==> src/rtl/serial_add_sub.sv <==
// rtl/serial_add_sub.sv - bit-serial add/subtract using one full adder reused LSB-first
module serial_add_sub #(
  parameter int WIDTH = 8
) (
  input  logic             clk,
  input  logic             reset,
  input  logic             start,
  input  logic             mode,
  input  logic [WIDTH-1:0] a,
  input  logic [WIDTH-1:0] b,
  output logic             busy,
  output logic             done,
  output logic [WIDTH:0]   result,
  output logic             overflow
);

  localparam int CW = (WIDTH > 2) ? $clog2(WIDTH) : 1;
  localparam logic [CW-1:0] LAST = CW'(WIDTH - 1);

  typedef enum logic [1:0] {
    S_IDLE,
    S_RUN,
    S_DONE
  } state_t;

  state_t            state_q, state_d;
  logic [WIDTH-1:0]  a_q, a_d;
  logic [WIDTH-1:0]  b_q, b_d;
  logic [WIDTH-1:0]  sum_q, sum_d;
  logic [WIDTH:0]    result_q, result_d;
  logic              overflow_q, overflow_d;
  logic              carry_q, carry_d;
  logic [CW-1:0]     cnt_q, cnt_d;

  logic fa_a, fa_b, fa_s, fa_c;

  // Operands shift right each RUN cycle so the adder always sees the current bit at [0].
  always_comb begin
    fa_a = a_q[0];
    fa_b = b_q[0];
    fa_s = fa_a ^ fa_b ^ carry_q;
    fa_c = (fa_a & fa_b) | (carry_q & (fa_a ^ fa_b));
  end

  always_comb begin
    state_d    = state_q;
    a_d        = a_q;
    b_d        = b_q;
    sum_d      = sum_q;
    result_d   = result_q;
    overflow_d = overflow_q;
    carry_d    = carry_q;
    cnt_d      = cnt_q;

    case (state_q)
      S_IDLE, S_DONE: begin
        if (start) begin
          // Subtraction is a + ~b + 1: invert b here and seed the carry with mode.
          a_d     = a;
          b_d     = b ^ {WIDTH{mode}};
          carry_d = mode;
          cnt_d   = '0;
          state_d = S_RUN;
        end else if (state_q == S_DONE) begin
          state_d = S_IDLE;
        end
      end
      S_RUN: begin
        a_d     = a_q >> 1;
        b_d     = b_q >> 1;
        sum_d   = {fa_s, sum_q[WIDTH-1:1]};
        carry_d = fa_c;
        cnt_d   = cnt_q + CW'(1);
        if (cnt_q == LAST) begin
          // carry_q here is the carry into the MSB, fa_c the carry out of it.
          result_d   = {fa_c, fa_s, sum_q[WIDTH-1:1]};
          overflow_d = carry_q ^ fa_c;
          cnt_d      = '0;
          state_d    = S_DONE;
        end
      end
      default: state_d = S_IDLE;
    endcase
  end

  always_ff @(posedge clk) begin
    if (reset) begin
      state_q    <= S_IDLE;
      a_q        <= '0;
      b_q        <= '0;
      sum_q      <= '0;
      result_q   <= '0;
      overflow_q <= 1'b0;
      carry_q    <= 1'b0;
      cnt_q      <= '0;
    end else begin
      state_q    <= state_d;
      a_q        <= a_d;
      b_q        <= b_d;
      sum_q      <= sum_d;
      result_q   <= result_d;
      overflow_q <= overflow_d;
      carry_q    <= carry_d;
      cnt_q      <= cnt_d;
    end
  end

  assign busy     = (state_q == S_RUN);
  assign done     = (state_q == S_DONE);
  assign result   = result_q;
  assign overflow = overflow_q;

endmodule

==> config.mk <==
export PLATFORM = sky130hd
export DESIGN_NAME = serial_add_sub
export DESIGN_NICKNAME = d
export VERILOG_FILES = /design/src/rtl/serial_add_sub.sv
export SDC_FILE = /design/constraint.sdc
export NUM_CORES = 1
export LEC_CHECK = 0
export CAP_MARGIN = 10
export CORE_MARGIN = 2
export CORE_UTILIZATION = 54
export DETAILED_ROUTE_END_ITERATION = 6
export GPL_TIMING_DRIVEN = 0
export PLACE_DENSITY = 0.93
export SETUP_SLACK_MARGIN = 0.1
export SLEW_MARGIN = 40
export SYNTH_ARGS = -nofsm -noshare
export SYNTH_HDL_FRONTEND = slang
export SYNTH_SLANG_ARGS = --single-unit
==> constraint.sdc <==
create_clock -name clk -period 2 [get_ports clk]
set_input_delay 0.6 -clock clk [delete_from_list [all_inputs] [get_ports clk]]
set_output_delay 0.6 -clock clk [all_outputs]
set_load 0.03 [all_outputs]
Word-level counts from Yosys, hierarchy flattened
Index checks and enable logic that the tools add are counted.

Logic and storage cells: 41. Input port bits: 20. Flip-flop bits (word level): 40. Output and inout bits: 12.

Add/subtract/negate cells: 1. Bitwise operators: 7. Eq/ne operators: 6. Mux-type cells: 13. Reduce and logical (&&, ||, !) cells: 6.

Operators with widths (count): case mux 8 bit (2 select lines) (2); two-way mux 8 bit (2); bitwise XOR 8 bit (1); two-way mux 2 bit (3); two-way mux 3 bit (2); case mux 3 bit (2 select lines) (1); AND reduction 2 bit (3); case mux 2 bit (2 select lines) (1); adder 3 x 1 -> 3 bit, second input constant (1); == test 3 bit, second input constant (1); != test 3 bit, second input constant (1); bitwise XOR 1 bit (3); bitwise AND 1 bit (2); == test 2 x 1 -> 1 bit, second input constant (1); == test 2 bit, second input constant (1); logical NOT 2 bit (1); != test 2 x 1 -> 1 bit, second input constant (1); != test 2 bit, second input constant (1); case mux 1 bit (2 select lines) (1); nonzero test 2 bit (1); OR reduction 2 bit (1); two-way mux 1 bit (1); OR 1 bit (1).

Depth between registers and ports, before layout
Gate-level depths: netlist of the first run.

Depth in word-level cells: 4. Mapped depth: 6.

Worst setup path before layout of the first run
Ideal clock, no wire load.

Path kind: register to output. From: register state_q[1]. To: output port busy. Stages on the path, launching flop included: 4. Arrival time: 0.822 ns. Required time: 1.400 ns. Path slack: 0.578 ns. Cell sequence: dfxtp_1 -> nand2b_1 -> inv_2 -> buf_2.

Longest elaborated chain between the ends: 1.

Ends and longest elaborated chain: start, declared (line 26) `state_t state_q, state_d;`; start signal, assigned (line 97) `state_q <= state_d;`; == test 2 x 1 -> 1 bit (line 108) `assign busy = (state_q == S_RUN);`; end, declared (line 11) `output logic busy,`.

Every way passes these cells.

Final worst setup path of the first run
Ends and elaborated chain as after synthesis.

==> results of run 1 <==
-- state kept, by name, indices dropped and copies added (netlist names) --
| register | count |
|---|---|
| state_q | 2 |
| result | 9 |
| sum_q | 7 |
| b_q | 8 |
| a_q | 8 |
| cnt_q | 3 |
| overflow | 1 |
| carry_q | 1 |
-- placed cells by master, fill, tap and decap left out --
master,netlist,routed
o21a_1,1,1
nand3b_1,1,1
nor2_1,4,4
inv_2,1,1
ha_1,2,2
nand3_1,19,19
dfxtp_2,0,2
nand2b_1,2,2
dfxtp_1,39,37
buf_4,2,7
and3b_1,1,1
clkbuf_4,0,5
clkdlybuf4s50_1,0,17
a21oi_1,35,35
buf_6,2,4
clkinvlp_4,0,1
a31oi_1,1,1
nor4b_1,1,1
a211oi_1,1,1
xor2_1,8,8
dlygate4sd2_1,0,11
a22oi_1,15,15
nor2b_1,2,2
clkinv_2,0,1
clkbuf_1,3,4
fa_1,1,1
xnor2_1,1,1
buf_2,8,7
nand2_1,36,36
-- critical path: cells and delay by family (launching register included) --
family                 cells  cell delay (ns)
buffers and inverters      3             0.37
AND/OR/NAND/NOR            1             0.17
flip-flops                 1             0.36
-- metrics by stage --
| step | area, µm² | total power (µW) |
|---|---|---|
| after floorplan | 1600 | 970 |
| after global placement | 1930 | 1040 |
| after detailed placement | 1930 | 1040 |
| final | 2020 | 1440 |
| after global routing | 2020 | 1500 |
| after CTS | 1980 | 1420 |
-- repair_timing --
item,in CTS,in global routing
setup buffers,0,5
pin swaps,0,0
setup endpoints to repair,12,1
gates resized for setup,22,0
-- area by class of cell --
cell class	instances	area [µm²]	share of cell area [%]
sequential	39	783	38.8
multi-input combinational	131	728	36.1
timing repair buffer	34	315	15.6
buffer	15	95.1	4.71
clock buffer	6	41.3	2.05
tap	31	38.8	1.92
clock inverter	2	12.5	0.620
inverter	1	3.75	0.186
-- final timing paths --
kind / startpoint / end / depth (start not counted)
hold / removal: result[5] / result[5] / 2
setup reg to reg: cnt_q[0] / result[2] / 5
setup / recovery: state_q[1] / busy / 4
hold reg to reg: result[5] / result[5] / 2
-- per-layer routing --
metal / up-vias / global-route usage [%] / part of all wire [%]
li1: 722 / - / -
met1: 684 / 26.1 / 39
met2: 62 / 39.5 / 53
met3: 7 / 5.71 / 6.5
met4: 0 / 7.64 / 1.3
met5: - / 0 / 0
-- cells by family after synthesis --
family,Yosys count,share of synthesized area [%]
AND/OR/NAND/NOR,66,18.4
AO/OA/AOI/OAI,53,19.3
flip-flops,39,48.8
buffers and inverters,16,5.78
XOR/XNOR,9,4.92
adder cells (fa/ha/maj),3,2.81
-- power breakdown --
group | total (µW) | internal (µW) | switching, µW
logic | 217 | 105 | 112
registers | 830 | 809 | 21.5
clock network | 391 | 136 | 256
total | 1440 | 1050 | 389
==> impl_metrics.json, run 1 <==
{
  "ctsHtreeMaxLevel": 2,
  "ant_nets": 0,
  "critPathSlowestCell": "dfxtp_2",
  "yosysUniqueCellTypes": 23,
  "numPortBuffers": 29,
  "clk-insertion-delay-late_ns": 0.34,
  "skew_ns": 0.00612,
  "setup_slack_ns": 0.172,
  "synth.yosys.seq_area_share_pct": 48.7,
  "powerDensity_nw_per_um2": 713,
  "synthFlopType": "dfxtp_1",
  "maxCapViolCount": 0,
  "synthArstFlopShare_pct": 0,
  "slowest_delay_ns": 0.36,
  "synth_top_area_share_pct": 48.8,
  "syn_area_um2": 1600,
  "slew_headroom_pct": 67.3,
  "tns_ns": 0,
  "ff2ff_setup_slack_ns": 0.48,
  "synth-edff-count": 0,
  "drtPass1Iterations": 4,
  "areaGrowthSynthToFinish_pct": 26.0,
  "synth.most_common_cell": "dfxtp_1",
  "gp_congestion": 0.775,
  "clk_path_buf_depth": 2,
  "synth_cells": 186,
  "n_fill_cell": 218,
  "dieHeight_um": 58.5,
  "grt_remaining_overflow": 0,
  "via_count": 1475,
  "post-place-ws_ns": -0.179,
  "rsz0062_at_grt": "false",
  "crit_type": "register to output port",
  "n_antenna_cell": 0,
  "hold_buffers": 0,
  "initialDrtViolationCount": 79,
  "period_needed_ns": 1.83,
  "timing.fmax_mhz": 547,
  "grt_first_pass_wirelength_mm": 5.74,
  "worst-endpoint-arrival_ns": 1.23,
  "placementRows": 19,
  "grt.total_usage_pct": 22.3,
  "leakage_uw": 0.000799,
  "die_area_um2": 3420,
  "dp_cells": 246,
  "fp.dieW_um": 58.5,
  "utilization_pct": 72.6,
  "required_ns": 1.40,
  "grt_max_degree": 13,
  "fin_hold_ws_ns": 0.461,
  "yosys_warnings": 0,
  "grt_pass1_vias": 1313,
  "layout.nets": 250,
  "cts_tree": "yes",
  "synth.avg_cell_area_um2": 8.61,
  "worstPathMaxFanout": 5,
  "worstSetupEndpointType": "output port",
  "synth.largest_area_cell": "dfxtp_1",
  "fin_crit_sh_pct": 91.4,
  "synth_seq_cells": 39,
  "cts_buffers": 5,
  "synth_nets": 209,
  "core-area_um2": 2780,
  "drt_wl_total_mm": 3.63,
  "clockRootBuffer": "clkbuf_4",
  "ir_drop_v": 0.000618,
  "post_drt_wl_per_cell_um": 14.0,
  "critPathLaunchType": "register",
  "synth_area_leaders": "dfxtp_1 49%, a21oi_1 11%, nand2_1 8.4%, a22oi_1 7.0%, nand3_1 5.9%",
  "critical_path.most_common_cell": "buf_6",
  "ios": 32,
  "clkSinkCount": 39,
  "vias_per_cell": 5.69,
  "antenna_found_initial": 0,
  "instances_no_fill": 259,
  "crit_chain": "nand2b_1 > inv_2 > buf_6 > buf_6",
  "hp-class": "register to register",
  "drc": 0,
  "synthTopCellsByCount": "39 x dfxtp_1, 36 x nand2_1, 35 x a21oi_1",
  "cts.reportedPaths.clkPinSlew_ns": 0.12,
  "final_layout_size_suffix_gt1_share_pct": 12.3,
  "final_max_slew_viol_count": 0,
  "hpwl_mm": 2.51,
  "hold_viol": 0,
  "start_util_pct": 57.6,
  "outcome": "complete, no violations",
  "setup_viol_count_final": 0,
  "worstMarginPinSlew_ns": 0.491
}
(Power assumes the default switching activity.)
==> run 2: changes to the inputs <==
--- a/config.mk
+++ b/config.mk
@@ -7,10 +7,10 @@
 export LEC_CHECK = 0
 export CAP_MARGIN = 10
 export CORE_MARGIN = 2
-export CORE_UTILIZATION = 54
+export CORE_UTILIZATION = 46
 export DETAILED_ROUTE_END_ITERATION = 6
 export GPL_TIMING_DRIVEN = 0
-export PLACE_DENSITY = 0.93
+export PLACE_DENSITY = 0.83
 export SETUP_SLACK_MARGIN = 0.1
 export SLEW_MARGIN = 40
 export SYNTH_ARGS = -nofsm -noshare
==> run 2 against run 1 <==
Net effect: routed wire length shrank 11%; critical path depth unchanged; utilization is 11 points lower; combinational power shrank 8%; fmax down 1.2%; count of clock-buffer cells in the layout is the same; flip-flop and latch count is the same; worst hold slack worse by 0.0022 ns; die area increased by 16%; critical endpoint unchanged; sequential power about the same; global-route usage shrank 3.2 points; sequential share of layout area decreased by 0.26 points.
==> impl_metrics.json, run 2 (synthesis gave the netlist of run 1 again) <==
{
  "outcome": "complete, no violations",
  "power.internal_uw": 1200,
  "p_sw_uw": 384,
  "grt_pass1_vias": 1347,
  "via_count": 1370,
  "hold_viol": 0,
  "initialDrtViolationCount": 60,
  "clk_path_buf_depth": 2,
  "worstPathMaxFanout": 10,
  "n_fill_cell": 318,
  "layout.nets": 245,
  "required_ns": 1.40,
  "placementRows": 21,
  "areaGrowthSynthToFinish_pct": 27.3,
  "largest_reg_flops": 9,
  "gp_congestion": 0.817,
  "worstSetupEndpointType": "output port",
  "r2r_end": "result[3]",
  "power_frac_comb_pct": 12.6,
  "skew_ns": 0.00441,
  "post-place-ws_ns": -0.194,
  "drc": 0,
  "dieHeight_um": 63.0,
  "drtPass1Iterations": 4,
  "period_needed_ns": 1.85,
  "leakage_uw": 0.000792,
  "ir_drop_v": 0.000364,
  "grt_first_pass_wirelength_mm": 5.96,
  "clockRootBuffer": "clkbuf_4",
  "worst-endpoint-arrival_ns": 1.25,
  "fin_total_pwr_uw": 1580,
  "grt.total_usage_pct": 19.1,
  "hp-class": "register to register",
  "cts_buffers": 5,
  "slew_headroom_pct": 68.7,
  "worstMarginPinSlew_ns": 0.470,
  "hpwl_mm": 2.29,
  "clockPowerShare_pct": 35.0,
  "hold_buffers": 0,
  "drt_wl_total_mm": 3.21,
  "r2r-start": "cnt_q[0]",
  "fin_crit_sh_pct": 92.5,
  "worstHoldPathCells": 2,
  "antenna_found_initial": 0,
  "r2r_cells": 5,
  "fp.dieW_um": 63.0,
  "ff2ff_setup_slack_ns": 0.56,
  "cts_tree": "yes",
  "final_layout_size_suffix_gt1_share_pct": 11.7,
  "post_drt_wl_per_cell_um": 11.9,
  "grt_max_degree": 13,
  "ant_nets": 0,
  "vias_per_cell": 5.09,
  "crit_type": "register to output port",
  "setup_viol_count_final": 0,
  "die_area_um2": 3970,
  "clkSinkCount": 39,
  "cp-startpoint": "state_q[1]",
  "switching_share_pct": 24.3,
  "grt_remaining_overflow": 0,
  "final_common_cell": "dfxtp_1",
  "numPortBuffers": 29,
  "ios": 32,
  "timing.fmax_mhz": 540,
  "final_max_slew_viol_count": 0,
  "post_cts_buffers": 0,
  "start_util_pct": 48.0,
  "whs_endpoint": "result[0]",
  "layout_common_cells": "37 x dfxtp_1, 36 x nand2_1, 35 x a21oi_1",
  "ctsHtreeMaxLevel": 2,
  "critPathLaunchType": "register",
  "clk-insertion-delay-late_ns": 0.35,
  "cts.reportedPaths.clkPinSlew_ns": 0.11,
  "powerDensity_nw_per_um2": 777,
  "tns_ns": 0,
  "hp-start": "result[0]",
  "pwr-share-seq_pct": 52.4,
  "n_antenna_cell": 0,
  "rsz0062_at_grt": "false",
  "maxCapViolCount": 0,
  "core-area_um2": 3340,
  "setup_slack_ns": 0.150
}
-- run 2: how the worst max path moves through the flow --
stage                     depth (start not counted)  endpoint  slack (ns)
after floorplan                                   3      busy        0.58
after global placement                            4      busy       -0.17
after detailed placement                          4      busy       -0.19
after CTS                                         2      done        0.11
after global routing                              4      busy        0.10
final                                             4      busy        0.15
-- run 2: layer usage --
layer	up-vias	track usage, %	routed length, µm
li1	712	-	-
met1	625	23.4	1500
met4	0	10.6	78
met3	8	4.68	134
met5	-	0	0
met2	25	30.6	1500
-- run 2: stage by stage --
| stage | hold WS (ns) | std cells | utilization [%] | instance area [µm²] |
|---|---|---|---|---|
| after floorplan | 0.432 | 186 | - | 1600 |
| after global placement | 0.440 | 261 | 58.4 | 1950 |
| after detailed placement | 0.446 | 261 | 58.4 | 1950 |
| after CTS | 0.460 | 269 | 61.1 | 2040 |
| after global routing | 0.493 | 269 | 61.1 | 2040 |
| final | 0.459 | 269 | 61.1 | 2040 |
-- run 2: area by class of cell --
| type | count | area (µm²) | area share, % |
|---|---|---|---|
| Timing Repair Buffer | 29 | 274 | 13.4 |
| Clock buffer | 6 | 51.3 | 2.52 |
| Clock inverter | 2 | 35.0 | 1.72 |
| Multi-Input combinational cell | 131 | 736 | 36.1 |
| Buffer | 15 | 95.1 | 4.67 |
| Tap cell | 46 | 57.6 | 2.82 |
| Sequential cell | 39 | 786 | 38.6 |
| Inverter | 1 | 3.75 | 0.184 |
-- run 2: worst max-delay path: stages (launching register included) --
cell,delay [ns]
dfxtp_2,0.35
nand2b_4,0.15
inv_2,0.11
buf_6,0.15
buf_6,0.13
-- run 2: power groups by stage --
stage          clock (µW)  combinational (µW)  sequential (µW)
6_report              554                 200              830
5_1_grt               600                 226              835
4_1_cts               557                 201              830
3_5_place_dp            0                 197              846
3_3_place_gp            0                 194              845
2_1_floorplan           0                 129              841
-- run 2: timing repair --
action / in CTS / in global routing
cloned: 0 / 0
hold endpoints to repair: 0 / 0
gates resized for setup: 22 / 4
endpoints found under the setup margin: 12 / 2
==> run 3: changes to the inputs <==
--- a/config.mk
+++ b/config.mk
@@ -5,12 +5,13 @@
 export SDC_FILE = /design/constraint.sdc
 export NUM_CORES = 1
 export LEC_CHECK = 0
+export ABC_AREA = 1
 export CAP_MARGIN = 10
 export CORE_MARGIN = 2
 export CORE_UTILIZATION = 46
 export DETAILED_ROUTE_END_ITERATION = 6
 export GPL_TIMING_DRIVEN = 0
-export PLACE_DENSITY = 0.83
+export PLACE_DENSITY = 0.82
 export SETUP_SLACK_MARGIN = 0.1
 export SLEW_MARGIN = 40
 export SYNTH_ARGS = -nofsm -noshare
==> run 3 against run 2 <==
Net effect: synthesized cell count up 33%; fmax rose by 0.88%; worst hold slack gained 0.0037 ns; global-route usage is 0.81 points lower; register-to-register slack better by 0.10 ns; largest power group unchanged; count of clock-buffer cells in the layout unchanged; clock skew rose by 0.0029 ns.
==> impl_metrics.json, run 3 <==
{
  "dieHeight_um": 65.2,
  "layout.nets": 309,
  "period_needed_ns": 1.83,
  "clockRootBuffer": "clkbuf_8",
  "p_sw_uw": 395,
  "maxCapViolCount": 0,
  "cpLargestDelayFamily": "buffers and inverters",
  "start_util_pct": 47.5,
  "synthFlopType": "dfxtp_1",
  "layout_common_cells": "75 x nand2_1, 38 x dfxtp_1, 30 x inv_1",
  "grt_max_degree": 12,
  "instances_no_fill": 334,
  "die_area_um2": 4260,
  "initialDrtViolationCount": 107,
  "synth_nets": 270,
  "vias_per_cell": 4.75,
  "grt_pass1_vias": 1459,
  "required_ns": 1.40,
  "final_common_cell": "nand2_1",
  "drtPass1Iterations": 4,
  "timing.fmax_mhz": 545,
  "critPathLaunchType": "register",
  "ctsHtreeMaxLevel": 2,
  "synth_seq_cells": 39,
  "ant_nets": 0,
  "worstHoldPathCells": 2,
  "worstPathMaxFanout": 10,
  "synth_area_leaders": "dfxtp_1 45%, nand2_1 16%, nand3_1 7.0%, inv_1 6.5%, nor2_1 5.0%",
  "worstMarginPinSlew_ns": 0.460,
  "crit_type": "register to output port",
  "switching_share_pct": 23.5,
  "power_frac_comb_pct": 13.9,
  "fin_total_pwr_uw": 1680,
  "worstSetupEndpointType": "output port",
  "yosysUniqueCellTypes": 19,
  "synth.largest_area_cell": "dfxtp_1",
  "synth.avg_cell_area_um2": 6.99,
  "critical_path_buf_inv_count": 3,
  "dp_cells": 324,
  "synth_top_family_by_area": "simple AND/OR/NAND/NOR gates",
  "hp-start": "a_q[5]",
  "n_antenna_cell": 0,
  "yosys.area_share.simple_pct": 31.0,
  "whs_endpoint": "a_q[5]",
  "drc": 0,
  "areaGrowthSynthToFinish_pct": 28.7,
  "cts_tree": "yes",
  "synth_top_area_share_pct": 45.3,
  "setup_viol_count_final": 0,
  "clk-insertion-delay-late_ns": 0.28,
  "final_layout_size_suffix_gt1_share_pct": 9.09,
  "grt_remaining_overflow": 0,
  "via_count": 1585,
  "synth.yosys.seq_area_share_pct": 45.3,
  "drt_wl_total_mm": 3.42,
  "r2r-start": "cnt_q[0]",
  "fin_crit_sh_pct": 91.7,
  "cts.reportedPaths.clkPinSlew_ns": 0.07,
  "synth_xor_area_share_pct": 1.02,
  "ios": 32,
  "synth_compound_area_share_pct": 9.57,
  "skew_ns": 0.00730,
  "synth-edff-count": 0,
  "critical_path.most_common_cell": "buf_4",
  "numPortBuffers": 29,
  "critPathSlowestCell": "dfxtp_2",
  "slew_headroom_pct": 69.4,
  "syn_area_um2": 1730,
  "synth_cells": 247,
  "post_drt_wl_per_cell_um": 10.3,
  "hold_buffers": 0,
  "power.internal_uw": 1290,
  "hp-class": "register to register",
  "synthArstFlopShare_pct": 0,
  "core-area_um2": 3630,
  "r2r_cells": 7,
  "ff2ff_setup_slack_ns": 0.66,
  "clk_path_buf_depth": 2,
  "largest_reg_flops": 9,
  "muxShareOfSynthArea_pct": 0,
  "placementRows": 22,
  "synth.most_common_cell": "nand2_1",
  "synthTopCellsByCount": "75 x nand2_1, 39 x dfxtp_1, 30 x inv_1",
  "grt_first_pass_wirelength_mm": 6.12,
  "grt.total_usage_pct": 18.3,
  "ir_drop_v": 0.000383,
  "design_area_um2": 2220,
  "powerDensity_nw_per_um2": 758,
  "synthAdderAreaFrac_pct": 2.61,
  "leakage_uw": 0.00122,
  "n_fill_cell": 338,
  "outcome": "complete, no violations",
  "clockPowerShare_pct": 35.9,
  "fp.dieW_um": 65.2,
  "gp_congestion": 0.792,
  "final_max_slew_viol_count": 0,
  "slowest_delay_ns": 0.38,
  "pwr-share-seq_pct": 50.2,
  "hpwl_mm": 2.49,
  "placed_area_um2": 2080,
  "yosys_warnings": 0,
  "clkSinkCount": 39,
  "hold_viol": 0,
  "worst-endpoint-arrival_ns": 1.23,
  "antenna_found_initial": 0,
  "r2r_end": "result[4]",
  "rsz0062_at_grt": "false",
  "cts_buffers": 5,
  "crit_chain": "inv_2 > nor2_4 > buf_4 > buf_4"
}
-- run 3: cell types whose count changed after synthesis, moves of 5 or more --
cell | before | now
buf_2 | 8 | 2
a21oi_1 | 35 | 16
nor2_1 | 4 | 23
nand3_1 | 19 | 24
xor2_1 | 8 | 2
o21ai_0 | 0 | 14
a22oi_1 | 15 | 0
inv_1 | 0 | 30
nand2_1 | 36 | 75
-- run 3: metrics by stage --
stage / setup TNS (ns) / setup slack (ns) / util, % / hold WS [ns]
final: 0 / 0.166 / 61.1 / 0.463
after global routing: 0 / 0.0818 / 61.1 / 0.493
after CTS: 0 / 0.0730 / 59.8 / 0.465
after detailed placement: -0.443 / -0.189 / 57.1 / 0.454
after global placement: -0.195 / -0.157 / 57.1 / 0.451
after floorplan: 0 / 0.578 / - / 0.431
-- run 3: power by group through the flow --
| stage | clock network (µW) | registers [µW] | logic, µW |
|---|---|---|---|
| after global routing | 650 | 851 | 266 |
| after CTS | 623 | 845 | 227 |
| after global placement | 0 | 860 | 220 |
| after detailed placement | 0 | 862 | 227 |
| after floorplan | 0 | 856 | 153 |
| final | 604 | 846 | 235 |
-- run 3: area by class of cell --
| cell class | instances | area, µm² | share of cell area (%) |
|---|---|---|---|
| Tap cell | 48 | 60.1 | 2.70 |
| Multi-Input combinational cell | 164 | 762 | 34.3 |
| Inverter | 34 | 128 | 5.75 |
| Sequential cell | 39 | 782 | 35.2 |
| Clock inverter | 1 | 30.0 | 1.35 |
| Timing Repair Buffer | 32 | 332 | 14.9 |
| Clock buffer | 6 | 72.6 | 3.27 |
| Buffer | 10 | 55.1 | 2.48 |
-- run 3: per-layer routing --
| layer | global-route usage (%) | vias up | share of wire [%] |
|---|---|---|---|
| met5 | 0 | - | 0 |
| met2 | 29.1 | 49 | 45 |
| met3 | 3.60 | 4 | 5.5 |
| li1 | - | 842 | - |
| met1 | 24.2 | 690 | 48 |
| met4 | 7.81 | 0 | 1.3 |
-- run 3: worst max-delay path by stage --
stage	startpoint	endpoint	slack, ns	cells past startpoint
global route	state_q[0]	busy	0.08	4
CTS	state_q[0]	busy	0.07	4
floorplan	state_q[0]	busy	0.58	3
global placement	state_q[0]	busy	-0.16	4
finish	state_q[0]	busy	0.17	4
detailed placement	state_q[0]	busy	-0.19	4
-- run 3: tightest hold or removal path, cell delays in order, from the launching register on --
cell	delay, ns
dfxtp_1	0.31
nand2_1	0.06
a21oi_1	0.05
-- run 3: logic make-up after synthesis --
group           count (synthesis)
fa+ha+maj                       3
flops                          39
buf+inv                        44
xor+xnor                        2
simple gates                  127
compound gates                 32
-- run 3: timing repair --
| item | 4_1_cts | 5_1_grt |
|---|---|---|
| pin swaps | 0 | 1 |
| setup endpoints to repair | 3 | 11 |
| gates resized for setup | 9 | 10 |
| buffers inserted | 0 | 3 |
